<file path="config.mk">
export PLATFORM = sky130hd
export DESIGN_NAME = pool2d_stream
export DESIGN_NICKNAME = d
export VERILOG_FILES = /design/src/rtl/pool2d_stream.sv
export SDC_FILE = /design/constraint.sdc
export NUM_CORES = 1
export LEC_CHECK = 0
export BUFFER_PORTS_ARGS = -buffer_cell sky130_fd_sc_hd__buf_2
export CORE_MARGIN = 4
export CORE_UTILIZATION = 45
export DETAILED_ROUTE_END_ITERATION = 8
export SYNTH_ARGS = -nofsm -noshare
export SYNTH_HDL_FRONTEND = slang
export SYNTH_SLANG_ARGS = --single-unit
</file>
<file path="constraint.sdc">
create_clock -name clk -period 5.3 [get_ports clk]
set_input_delay 1.06 -clock clk [delete_from_list [all_inputs] [get_ports clk]]
set_output_delay 1.06 -clock clk [all_outputs]
set_load 0.02 [all_outputs]
</file>
<file path="src/rtl/pool2d_stream.sv">
// pool2d_stream: streaming 2x2 stride-2 max/average pooling over a raster-ordered frame,
// keeping one partial (max or pair sum) per window column in a half-row line buffer.
module pool2d_stream #(
  parameter int DATA_W = 16,
  parameter int ROW_LEN = 8,
  parameter int NUM_ROWS = 8,
  parameter int MODE = 0,
  parameter int SIGNED = 0,
  localparam int NWIN = (ROW_LEN / 2) * (NUM_ROWS / 2),
  localparam int AW = NWIN > 1 ? $clog2(NWIN) : 1
) (
  input  logic              clk,
  input  logic              rst,
  input  logic              load,
  input  logic [DATA_W-1:0] in,
  output logic [DATA_W-1:0] result,
  output logic              out_valid,
  output logic [AW-1:0]     addr,
  output logic              done
);
  localparam int CW = $clog2(ROW_LEN);
  localparam int RW = $clog2(NUM_ROWS);
  localparam int KW = ROW_LEN > 2 ? $clog2(ROW_LEN / 2) : 1;
  localparam int PW = DATA_W + 1;

  logic [CW-1:0] col_q, col_d;
  logic [RW-1:0] row_q, row_d;
  logic [DATA_W-1:0] hold_q, hold_d, result_q, result_d;
  logic out_valid_q, out_valid_d, done_q, done_d;
  logic [AW-1:0] addr_q, addr_d, win_q, win_d;
  logic [PW-1:0] lb_q [ROW_LEN/2];
  logic [PW-1:0] a_x, b_x, pair, part;
  logic [PW:0] p_x, q_x, sum4, avg;
  logic [KW-1:0] k;
  logic odd_col, odd_row, last_col, fin;

  function automatic logic gt(input logic [PW-1:0] a, input logic [PW-1:0] b);
    return SIGNED != 0 ? $signed(a) > $signed(b) : a > b;
  endfunction

  always_comb begin
    a_x = SIGNED != 0 ? {hold_q[DATA_W-1], hold_q} : {1'b0, hold_q};
    b_x = SIGNED != 0 ? {in[DATA_W-1], in} : {1'b0, in};
    pair = MODE != 0 ? a_x + b_x : (gt(a_x, b_x) ? a_x : b_x);
    k = KW'(col_q >> 1);
    part = lb_q[k];
    p_x = SIGNED != 0 ? {part[PW-1], part} : {1'b0, part};
    q_x = SIGNED != 0 ? {pair[PW-1], pair} : {1'b0, pair};
    sum4 = p_x + q_x;
    avg = SIGNED != 0 ? $signed(sum4) >>> 2 : sum4 >> 2;
    odd_col = col_q[0];
    odd_row = row_q[0];
    last_col = col_q == CW'(ROW_LEN - 1);
    fin = load && odd_col && odd_row;
    col_d = load ? (last_col ? '0 : col_q + 1'b1) : col_q;
    row_d = (load && last_col) ? (row_q == RW'(NUM_ROWS - 1) ? '0 : row_q + 1'b1) : row_q;
    hold_d = (load && !odd_col) ? in : hold_q;
    out_valid_d = fin;
    done_d = fin && win_q == AW'(NWIN - 1);
    addr_d = fin ? win_q : addr_q;
    win_d = fin ? (done_d ? '0 : win_q + 1'b1) : win_q;
    result_d = fin ? (MODE != 0 ? DATA_W'(avg) : DATA_W'(gt(part, pair) ? part : pair)) : result_q;
  end

  always_ff @(posedge clk or posedge rst)
    if (rst) begin
      col_q <= '0;
      row_q <= '0;
      hold_q <= '0;
      result_q <= '0;
      out_valid_q <= 1'b0;
      done_q <= 1'b0;
      addr_q <= '0;
      win_q <= '0;
    end else begin
      col_q <= col_d;
      row_q <= row_d;
      hold_q <= hold_d;
      result_q <= result_d;
      out_valid_q <= out_valid_d;
      done_q <= done_d;
      addr_q <= addr_d;
      win_q <= win_d;
    end

  // Even-row entries are always written before the odd row reads them, so no reset.
  always_ff @(posedge clk)
    if (load && odd_col && !odd_row) lb_q[k] <= pair;

  assign result = result_q;
  assign out_valid = out_valid_q;
  assign addr = addr_q;
  assign done = done_q;
endmodule

</file>
==> results of run 1 <==
flip-flops by register name (all words and copies together), names as in the netlist:
signal	flops
col_q	3
done	1
win_q	4
addr	4
out_valid	1
hold_q	16
row_q	3
result	16
lb_q	64
how the worst max path moves through the flow:
stage / start / endpoint / slack (ps)
finish: in[15] / result[12] / 450
global placement: in[15] / result[12] / 310
floorplan: in[15] / result[12] / 790
detailed placement: in[15] / result[9] / 110
global route: in[15] / result[3] / 60
CTS: in[15] / result[15] / 480
routing by layer:
| metal | routed length, µm | part of all wire (%) |
|---|---|---|
| met3 | 318 | 3.0 |
| met1 | 5280 | 50 |
| met5 | 0 | 0 |
| met2 | 4750 | 45 |
| met4 | 164 | 1.6 |
per-stage QoR:
step | instance area [µm²] | util, % | hold slack, ps | instances
final | 6110 | 53.0 | 491 | 604
after global routing | 6110 | 53.0 | 507 | 604
after CTS | 6110 | 53.0 | 490 | 604
after detailed placement | 5820 | 50.5 | 466 | 588
after global placement | 5820 | 50.5 | 455 | 588
after floorplan | 5360 | - | 466 | 400
kinds of logic (layout without fill, tap and decap cells):
kind of cell    count (synthesis)  count (layout)  share of synthesized area, %
fa+ha+maj                      37              37                          8.64
flops                         112             112                          58.3
simple gates                  100             100                          8.78
mux                            51              51                          13.8
compound gates                 48              48                          6.47
buf+inv                        51             112                          3.83
xor+xnor                        1               1                         0.164
cell type report:
| cell class | instances | area (µm²) |
|---|---|---|
| fillers | 983 | 5410 |
| clock buffers | 11 | 233 |
| flip-flops and latches | 112 | 3120 |
| clock inverters | 5 | 55.1 |
| repair buffers | 58 | 335 |
| well taps | 143 | 179 |
| multi-input cells | 237 | 2040 |
| inverters | 38 | 143 |
worst min-delay path, cell delays in order (launching register included):
cell                      delay (ps)
sky130_fd_sc_hd__dfrtp_1         350
sky130_fd_sc_hd__nand2_1          50
sky130_fd_sc_hd__nand2_1          60
power by group:
group | switching (mW) | internal, mW | total, mW
combinational | 0.814 | 0.667 | 1.48
sequential | 0.186 | 1.20 | 1.39
clock | 0.299 | 0.368 | 0.667
total | 1.30 | 2.23 | 3.53
cells in the final DEF (no fill, tap or decap), drive strengths merged, types with 3 or more instances in the layout:
master / count
nand3: 13
edfxtp: 64
buf: 58
a31oi: 4
o211ai: 11
nor3: 12
a21oi: 11
clkbuf: 11
nand4: 5
dfrtp: 48
nand2: 41
mux2i: 12
nor2: 16
mux4: 16
o21ai: 8
clkinv: 3
a21o: 3
inv: 39
a211oi: 4
ha: 37
o21a: 3
mux2: 23
and3: 3
==> tab_implementation.tex, run 1 <==
\begin{tabular}{lr}
\hline
Metric & Value \\
\hline
\multicolumn{2}{l}{\textbf{Status}} \\
Result of the run & finished clean \\
\multicolumn{2}{l}{\textbf{Finish}} \\
Share of post-route cells with drive strength above 1 & 26.5\% \\
Number of inserted diodes & 0 \\
Area Growth Syn to Fin & 14.0\% \\
Final net count & 512 \\
\multicolumn{2}{l}{\textbf{Synthesis}} \\
Largest area contributor in the netlist & sky130\_fd\_sc\_hd\_\_edfxtp\_1 \\
Cell types with the largest area share after synthesis & sky130\_fd\_sc\_hd\_\_edfxtp\_1 (36\%), sky130\_fd\_sc\_hd\_\_dfrtp\_1 (22\%), sky130\_fd\_sc\_hd\_\_ha\_1 (8.6\%) \\
Number of instances in the synthesized netlist & 400 \\
Library cells used by synthesis & 43 \\
Post-synth ARST share & 42.9\% \\
Average instance area after synthesis & 13.4 µm² \\
Proportion of synthesized chip area in sequential cells & 58.3\% \\
Most common flop cell mapped by yosys & sky130\_fd\_sc\_hd\_\_edfxtp\_1 \\
Number of enable flip-flop cells after synthesis & 64 \\
Synth top area share & 35.9\% \\
Yosys Warn Count & 0 \\
Cell Area, Synth & 0.00536 mm² \\
Seq cells post-synth & 112 \\
Most frequent cell after synthesis & sky130\_fd\_sc\_hd\_\_edfxtp\_1 \\
Post-synth top cells & sky130\_fd\_sc\_hd\_\_edfxtp\_1 (64), sky130\_fd\_sc\_hd\_\_dfrtp\_1 (48), sky130\_fd\_sc\_hd\_\_nand2\_1 (41) \\
Total nets after synthesis & 456 \\
\multicolumn{2}{l}{\textbf{Critical path}} \\
Largest delay contributor family on the critical path & compound AO/OA/AOI/OAI gates \\
Number of stages on the worst setup path & 17 \\
Critical-path cell list & buf\_2 -> inv\_1 -> ha\_1 -> nand4\_2 -> nor4\_2 -> o21ai\_1 -> a31oi\_4 -> buf\_4 -> mux2i\_1 -> ha\_1 -> a21oi\_1 -> o21ai\_0 -> a2111oi\_1 -> a211oi\_1 -> buf\_4 -> nand2b\_1 -> o21a\_1 \\
Endpoint required time on the critical path & 5540 ps \\
Data arrival time of the critical path & 5090 ps \\
Startpoint of the lowest-slack register-to-register path & hold\_q[15] \\
Capturing element type of the critical path & register \\
Critical path fanouts, max & 13 \\
Register-to-Register Setup Slack & 890 ps \\
Startpoint type of the worst setup path & primary input \\
Endpoint of the worst-slack reg-to-reg timing path & result[12] \\
CP bufs+invs & 4 \\
Crit Path Category & in -> reg \\
Worst reg-to-reg path cell count & 15 \\
Slowest cell delay on critical path & 540 ps \\
Critical path's slowest cell & sky130\_fd\_sc\_hd\_\_a2111oi\_1 \\
\multicolumn{2}{l}{\textbf{Min path}} \\
Type of the worst min-delay path & reg -> reg \\
WHS Endpoint & addr[0] \\
Cell count of the worst hold path & 2 \\
Hold Crit Start & addr[0] \\
\multicolumn{2}{l}{\textbf{Global routing}} \\
Antenna violations before repair & 0 \\
Total global-route track usage & 16.4\% \\
Most crowded layer after global routing & met2 \\
GRT Residual Overflow & 0 \\
Largest net degree at the start of global routing & 49 \\
First-pass GRT wire length & 16900 µm \\
Met2 global-route usage & 25.3\% \\
Vias in the first global route & 3316 \\
M3 GR Usage & 3.03\% \\
Met1 Use GR & 23.3\% \\
\multicolumn{2}{l}{\textbf{Drt}} \\
Remaining routing DRC violations & 0 \\
Remaining antenna violation count & 0 \\
Detailed-route via count & 3236 \\
Routed wirelength normalized by instance count & 17.4 µm \\
Initial drt markers & 164 \\
Drt via density & 5.36 \\
Detailed Route WL & 10500 µm \\
Router iterations before antenna repair & 4 \\
\multicolumn{2}{l}{\textbf{Placed design}} \\
Worst setup timing slack at the placement stage & 113 ps \\
Post-detail-place hpwl & 7590 µm \\
Number of buffer cells added on primary ports & 40 \\
Weighted congestion reported at the end of routability-driven placement & 0.821 \\
\multicolumn{2}{l}{\textbf{Timing}} \\
Count of pins over their slew limit & 0 \\
Setup-failing EPs final & 0 \\
Clock skew & 6.06 ps \\
Clock period minus worst slack & 4850 ps \\
Final Hold Vio Count & 0 \\
Slew margin rel. & 33.5\% \\
Post-route fraction of the period consumed by the critical path & 91.5\% \\
RSZ-0062 raised after global routing & no \\
Highest attainable clock frequency & 0.206 GHz \\
Final total negative setup slack & 0 ps \\
Fin worst setup slack & 448 ps \\
Actual slew at the worst max-slew pin & 996 ps \\
\multicolumn{2}{l}{\textbf{Die}} \\
Floorplan row count & 39 \\
Die Width & 117 µm \\
I/O pin count & 41 \\
Initial Util & 46.5\% \\
Area of the core region & 0.0115 mm² \\
Full die area & 0.0137 mm² \\
Height of the die & 117 µm \\
\multicolumn{2}{l}{\textbf{Pwr}} \\
Worst IR Drop VDD & 0.197 mV \\
Power per standard cell area & 579 mW/mm² \\
Total Power & 3.53 mW \\
Static power due to leakage & 2.60 nW \\
\multicolumn{2}{l}{\textbf{CTS}} \\
Number of buffers inserted during clock tree synthesis & 9 \\
Number of hold-repair buffers added at the cts stage & 0 \\
Post-cts resize count & 0 \\
CTS tree & done \\
Number of H-tree levels & 3 \\
Number of buffers added for setup after CTS & 0 \\
Clock root buffer master & sky130\_fd\_sc\_hd\_\_clkbuf\_16 \\
Clk Latency, worst-skew pair & 340 ps \\
Clk buf depth & 2 \\
Clock input transition at the sequential cells of the worst setup and hold paths & 70 ps \\
CTS sink cnt & 112 \\
\multicolumn{2}{l}{\textbf{Flow run}} \\
Number of max-cap violations & 0 \\
\hline
\end{tabular}
Power figures use the tool's default switching activity.
==> run 2: changes to the inputs <==
==> config.mk (replaced) <==
export PLATFORM = sky130hd
export DESIGN_NAME = pool2d_stream
export DESIGN_NICKNAME = d
export VERILOG_FILES = /design/src/rtl/pool2d_stream.sv
export SDC_FILE = /design/constraint.sdc
export NUM_CORES = 1
export LEC_CHECK = 0
export CORE_MARGIN = 2
export CORE_UTILIZATION = 45
export DETAILED_ROUTE_END_ITERATION = 8
export DONT_BUFFER_PORTS = 1
export GPL_ROUTABILITY_DRIVEN = 0
export SYNTH_ARGS = -nofsm -noshare
export SYNTH_HDL_FRONTEND = slang
export SYNTH_SLANG_ARGS = --single-unit
==> tab_implementation.tex, run 2 (synthesis results as in run 1) <==
\begin{tabular}{lr}
\hline
Metric & Value \\
\hline
\multicolumn{2}{l}{\textbf{Critical path}} \\
Critical path's slowest cell & sky130\_fd\_sc\_hd\_\_a211oi\_1 \\
Endpoint required time on the critical path & 5540 ps \\
Register-to-Register Setup Slack & 980 ps \\
Startpoint type of the worst setup path & primary input \\
Capturing element type of the critical path & register \\
Data arrival time of the critical path & 4870 ps \\
Slowest cell delay on critical path & 510 ps \\
Crit Path Category & in -> reg \\
Critical-path cell list & inv\_1 -> ha\_1 -> nand4\_2 -> nor4\_2 -> o21ai\_1 -> a31oi\_4 -> buf\_4 -> mux2i\_1 -> ha\_1 -> nand3\_1 -> nor3\_1 -> nor3\_1 -> a211oi\_1 -> buf\_4 -> nor2\_1 -> a211o\_1 \\
Critical path fanouts, max & 11 \\
\multicolumn{2}{l}{\textbf{Timing}} \\
RSZ-0062 raised after global routing & no \\
Clock skew & 10.3 ps \\
Setup-failing EPs final & 0 \\
Fin worst setup slack & 670 ps \\
Clock period minus worst slack & 4630 ps \\
Slew margin rel. & 31.4\% \\
Final Hold Vio Count & 0 \\
Post-route fraction of the period consumed by the critical path & 87.4\% \\
Final total negative setup slack & 0 ps \\
Actual slew at the worst max-slew pin & 1030 ps \\
Highest attainable clock frequency & 0.216 GHz \\
Post-route worst hold slack & 520 ps \\
Count of pins over their slew limit & 0 \\
\multicolumn{2}{l}{\textbf{Flow run}} \\
Number of max-cap violations & 0 \\
\multicolumn{2}{l}{\textbf{Finish}} \\
Share of post-route cells with drive strength above 1 & 20.0\% \\
Number of standard cells in the layout, taps in and fillers out & 563 \\
Most common library cell in the layout ignoring fill and taps & sky130\_fd\_sc\_hd\_\_edfxtp\_1 \\
Flip-flop count of the largest register, all copies and words added & 64 \\
Area Growth Syn to Fin & 9.83\% \\
Cell area after layout & 0.00588 mm² \\
Number of inserted diodes & 0 \\
Highest-count cells in the layout ignoring fill and taps & sky130\_fd\_sc\_hd\_\_edfxtp\_1 (64), sky130\_fd\_sc\_hd\_\_dfrtp\_1 (48), sky130\_fd\_sc\_hd\_\_nand2\_1 (41), sky130\_fd\_sc\_hd\_\_ha\_1 (37), sky130\_fd\_sc\_hd\_\_inv\_1 (36) \\
Final design utilization & 51.1\% \\
Final net count & 471 \\
Largest register by flop count & lb\_q \\
\multicolumn{2}{l}{\textbf{CTS}} \\
Post-cts resize count & 0 \\
Clock input transition at the sequential cells of the worst setup and hold paths & 70 ps \\
Clock root buffer master & sky130\_fd\_sc\_hd\_\_clkbuf\_16 \\
Clk Latency, worst-skew pair & 360 ps \\
Number of buffers inserted during clock tree synthesis & 9 \\
CTS tree & done \\
Number of hold-repair buffers added at the cts stage & 0 \\
Number of buffers added for setup after CTS & 0 \\
CTS sink cnt & 112 \\
Clk buf depth & 2 \\
Number of H-tree levels & 3 \\
\multicolumn{2}{l}{\textbf{Global routing}} \\
GRT Residual Overflow & 0 \\
Largest net degree at the start of global routing & 49 \\
Antenna violations before repair & 0 \\
First-pass GRT wire length & 17000 µm \\
Vias in the first global route & 3217 \\
Total global-route track usage & 17.7\% \\
\multicolumn{2}{l}{\textbf{Status}} \\
Result of the run & finished with violations \\
Violations in the final reports & DRC \\
\multicolumn{2}{l}{\textbf{Placed design}} \\
Number of buffer cells added on primary ports & 0 \\
Placed Cells & 547 \\
Post-detail-place hpwl & 7460 µm \\
Worst setup timing slack at the placement stage & 325 ps \\
Area after detailed placement & 0.00561 mm² \\
\multicolumn{2}{l}{\textbf{Drt}} \\
Remaining routing DRC violations & 5 \\
Initial drt markers & 288 \\
Detailed-route via count & 3121 \\
Routed wirelength normalized by instance count & 18.3 µm \\
Router iterations before antenna repair & 6 \\
Detailed Route WL & 10300 µm \\
Remaining antenna violation count & 0 \\
Drt via density & 5.54 \\
\multicolumn{2}{l}{\textbf{Die}} \\
Height of the die & 113 µm \\
I/O pin count & 41 \\
Area of the core region & 0.0115 mm² \\
Full die area & 0.0128 mm² \\
Initial Util & 46.5\% \\
Floorplan row count & 39 \\
Die Width & 113 µm \\
\multicolumn{2}{l}{\textbf{Pwr}} \\
Static power due to leakage & 2.41 nW \\
Total Power & 3.41 mW \\
Power per standard cell area & 580 mW/mm² \\
Worst IR Drop VDD & 0.201 mV \\
\multicolumn{2}{l}{\textbf{Min path}} \\
Type of the worst min-delay path & reg -> reg \\
\hline
\end{tabular}
==> run 2: changes by cell type in the layout (fill, tap and decap cells not counted) <==
cell	before	now
sky130_fd_sc_hd__clkinv_1	3	2
sky130_fd_sc_hd__buf_2	40	0
sky130_fd_sc_hd__bufinv_16	1	0
sky130_fd_sc_hd__clkinv_4	0	1
sky130_fd_sc_hd__clkbuf_1	2	0
sky130_fd_sc_hd__clkinv_2	0	1
sky130_fd_sc_hd__inv_6	2	1
sky130_fd_sc_hd__clkinvlp_2	0	1
sky130_fd_sc_hd__buf_4	18	17
sky130_fd_sc_hd__clkinvlp_4	0	2
==> run 2: worst max-delay path: cells and delay by family <==
kind / cells / cell delay [ps]
AO/OA/AOI/OAI: 4 / 1120
buffers and inverters: 3 / 540
multiplexers: 1 / 400
AND/OR/NAND/NOR: 6 / 1180
adder cells (fa/ha/maj): 2 / 580
==> run 2: final cells by class <==
class                           instances  area [µm²]
Multi-Input combinational cell        237        2040
Sequential cell                       112        3120
Clock buffer                            9         225
Fill cell                            1001        5630
Clock inverter                          7        46.3
Inverter                               38         143
Timing Repair Buffer                   17         128
Tap cell                              143         179
==> run 2: routing by layer <==
layer	share of wire (%)	global-route usage [%]
met1	49	24.9
met2	44	26.5
met3	4.9	4.12
met4	2.2	7.72
met5	0	0
==> run 2: final timing paths <==
| check | cells after the start | to | from |
|---|---|---|---|
| max in group asynchronous | 1 | col_q[2] | rst |
| worst min-delay path | 1 | win_q[2] | win_q[2] |
| worst min register to register | 1 | win_q[2] | win_q[2] |
| worst max-delay path | 16 | result[0] | in[15] |
| min in group asynchronous | 1 | addr[3] | rst |
| worst max register to register | 15 | result[0] | hold_q[15] |
==> run 2: report_power, final <==
group	internal (mW)	total [mW]	switching, mW
logic	0.604	1.32	0.714
registers	1.20	1.47	0.267
clock network	0.318	0.628	0.310
==> run 3: changes to the inputs <==
==> constraint.sdc (replaced) <==
create_clock -name clk -period 4.6 [get_ports clk]
set_input_delay 0.92 -clock clk [delete_from_list [all_inputs] [get_ports clk]]
set_output_delay 0.92 -clock clk [all_outputs]
set_load 0.02 [all_outputs]
==> tab_implementation.tex, run 3 (synthesis results as in run 1) <==
\begin{tabular}{lr}
\hline
Metric & Value \\
\hline
\multicolumn{2}{l}{\textbf{Finish}} \\
Most common library cell in the layout ignoring fill and taps & sky130\_fd\_sc\_hd\_\_edfxtp\_1 \\
Share of post-route cells with drive strength above 1 & 22.2\% \\
Largest register by flop count & lb\_q \\
Area Growth Syn to Fin & 11.8\% \\
Number of inserted diodes & 0 \\
Flip-flop count of the largest register, all copies and words added & 64 \\
Highest-count cells in the layout ignoring fill and taps & sky130\_fd\_sc\_hd\_\_edfxtp\_1 (64), sky130\_fd\_sc\_hd\_\_dfrtp\_1 (48), sky130\_fd\_sc\_hd\_\_nand2\_1 (41), sky130\_fd\_sc\_hd\_\_ha\_1 (37), sky130\_fd\_sc\_hd\_\_inv\_1 (36) \\
Final net count & 483 \\
\multicolumn{2}{l}{\textbf{Critical path}} \\
Most used cell, CP & sky130\_fd\_sc\_hd\_\_ha\_1 \\
Data arrival time of the critical path & 4340 ps \\
Startpoint type of the worst setup path & primary input \\
Critical path's slowest cell & sky130\_fd\_sc\_hd\_\_a2111oi\_2 \\
Capturing element type of the critical path & register \\
Crit Path Category & in -> reg \\
Critical path fanouts, max & 16 \\
Slowest cell delay on critical path & 450 ps \\
Endpoint required time on the critical path & 4840 ps \\
Critical-path cell list & inv\_1 -> ha\_1 -> nand4\_2 -> nor4\_2 -> o21ai\_1 -> a31oi\_4 -> buf\_12 -> mux2i\_1 -> ha\_1 -> a21oi\_1 -> o21ai\_0 -> a2111oi\_2 -> a211oi\_1 -> buf\_4 -> and3\_1 -> a211o\_1 \\
\multicolumn{2}{l}{\textbf{Timing}} \\
Post-route worst hold slack & 498 ps \\
Setup-failing EPs final & 0 \\
Final Hold Vio Count & 0 \\
Clock skew & 7.05 ps \\
Final total negative setup slack & 0 ps \\
Clock period minus worst slack & 4100 ps \\
Actual slew at the worst max-slew pin & 1020 ps \\
Post-route fraction of the period consumed by the critical path & 89.1\% \\
Slew margin rel. & 31.6\% \\
RSZ-0062 raised after global routing & no \\
Highest attainable clock frequency & 0.244 GHz \\
Count of pins over their slew limit & 0 \\
\multicolumn{2}{l}{\textbf{CTS}} \\
CTS tree & done \\
Clock input transition at the sequential cells of the worst setup and hold paths & 70 ps \\
CTS sink cnt & 112 \\
Number of H-tree levels & 3 \\
Number of buffers inserted during clock tree synthesis & 9 \\
Clk Latency, worst-skew pair & 350 ps \\
Clk buf depth & 2 \\
Number of buffers added for setup after CTS & 0 \\
Clock root buffer master & sky130\_fd\_sc\_hd\_\_clkbuf\_16 \\
\multicolumn{2}{l}{\textbf{Die}} \\
Floorplan row count & 39 \\
Full die area & 0.0128 mm² \\
I/O pin count & 41 \\
Height of the die & 113 µm \\
Die Width & 113 µm \\
Area of the core region & 0.0115 mm² \\
Initial Util & 46.5\% \\
\multicolumn{2}{l}{\textbf{Global routing}} \\
Antenna violations before repair & 0 \\
Largest net degree at the start of global routing & 49 \\
Total global-route track usage & 18.2\% \\
GRT Residual Overflow & 0 \\
Vias in the first global route & 3348 \\
First-pass GRT wire length & 17700 µm \\
\multicolumn{2}{l}{\textbf{Drt}} \\
Initial drt markers & 231 \\
Detailed Route WL & 10700 µm \\
Drt via density & 5.55 \\
Router iterations before antenna repair & 7 \\
Remaining antenna violation count & 0 \\
Routed wirelength normalized by instance count & 18.6 µm \\
Remaining routing DRC violations & 5 \\
Detailed-route via count & 3190 \\
\multicolumn{2}{l}{\textbf{Min path}} \\
Type of the worst min-delay path & reg -> reg \\
\multicolumn{2}{l}{\textbf{Pwr}} \\
Power per standard cell area & 677 mW/mm² \\
Static power due to leakage & 2.48 nW \\
Worst IR Drop VDD & 0.261 mV \\
\multicolumn{2}{l}{\textbf{Status}} \\
Violations in the final reports & DRC \\
Result of the run & finished with violations \\
\multicolumn{2}{l}{\textbf{Placed design}} \\
Post-detail-place hpwl & 7830 µm \\
Number of buffer cells added on primary ports & 0 \\
\multicolumn{2}{l}{\textbf{Flow run}} \\
Number of max-cap violations & 0 \\
\hline
\end{tabular}
run 3: changes by cell type in the layout (fill, tap and decap cells not counted), sizes merged:
cell      delta
buf         +12
inv          +1
clkinv       +1
clkinvlp     -2
run 3: worst max-delay path, delay by kind of cell:
kind | cells | cell delay, ps
AO/OA/AOI/OAI | 7 | 1430
adder cells (fa/ha/maj) | 2 | 650
multiplexers | 1 | 290
AND/OR/NAND/NOR | 3 | 640
buffers and inverters | 3 | 400
run 3: path summary, 6_finish.rpt:
| path | from | to | slack (ps) | cells past startpoint |
|---|---|---|---|---|
| max in group asynchronous | rst | col_q[1] | 3280 | 1 |
| worst max register to register | hold_q[15] | result[0] | 690 | 15 |
| worst min-delay path | win_q[2] | win_q[2] | 500 | 1 |
| worst max-delay path | in[15] | result[0] | 500 | 16 |
| min in group asynchronous | rst | win_q[2] | 690 | 1 |
| worst min register to register | win_q[2] | win_q[2] | 500 | 1 |
run 3: layout make-up:
class,instances,area [µm²]
fill,975,5530
inverter,38,143
tap,143,179
multi-input combinational,237,2040
clock inverter,7,46.3
timing repair buffer,29,230
clock buffer,9,225
sequential,112,3120
run 3: metal layers:
layer  vias up  share of wire (%)  GRT usage (%)  routed length [µm]
met3        11                5.7           4.77                 607
met2        67                 47           28.1                5000
met1      1586                 46           24.8                4930
li1       1526                  -              -                   -
met5         -                  0              0                   0
met4         0                1.7           6.83                 177
run 3: what timing repair did:
item / 4_1_cts / 5_1_grt
hold endpoints to repair: 0 / 0
endpoints found under the setup margin: 0 / 10
gates resized for setup: 0 / 1
hold buffers: 0 / 0
run 3: metrics by stage:
step / worst slack, ps / util, % / std cells / cell area, µm² / power, mW
6_report: 503 / 52.0 / 575 / 5990 / 4.06
4_1_cts: 306 / 52.0 / 575 / 5990 / 4.08
3_5_place_dp: -53.5 / 49.6 / 559 / 5710 / 3.35
3_3_place_gp: 155 / 49.6 / 559 / 5710 / 3.30
2_1_floorplan: 230 / - / 400 / 5360 / 2.77
5_1_grt: 118 / 52.0 / 575 / 5990 / 4.35
run 3: power by group:
| part | total [mW] | switching [mW] | internal, mW |
|---|---|---|---|
| clock network | 0.728 | 0.360 | 0.368 |
| registers | 1.71 | 0.325 | 1.38 |
| logic | 1.62 | 0.847 | 0.775 |
| total | 4.06 | 1.53 | 2.52 |
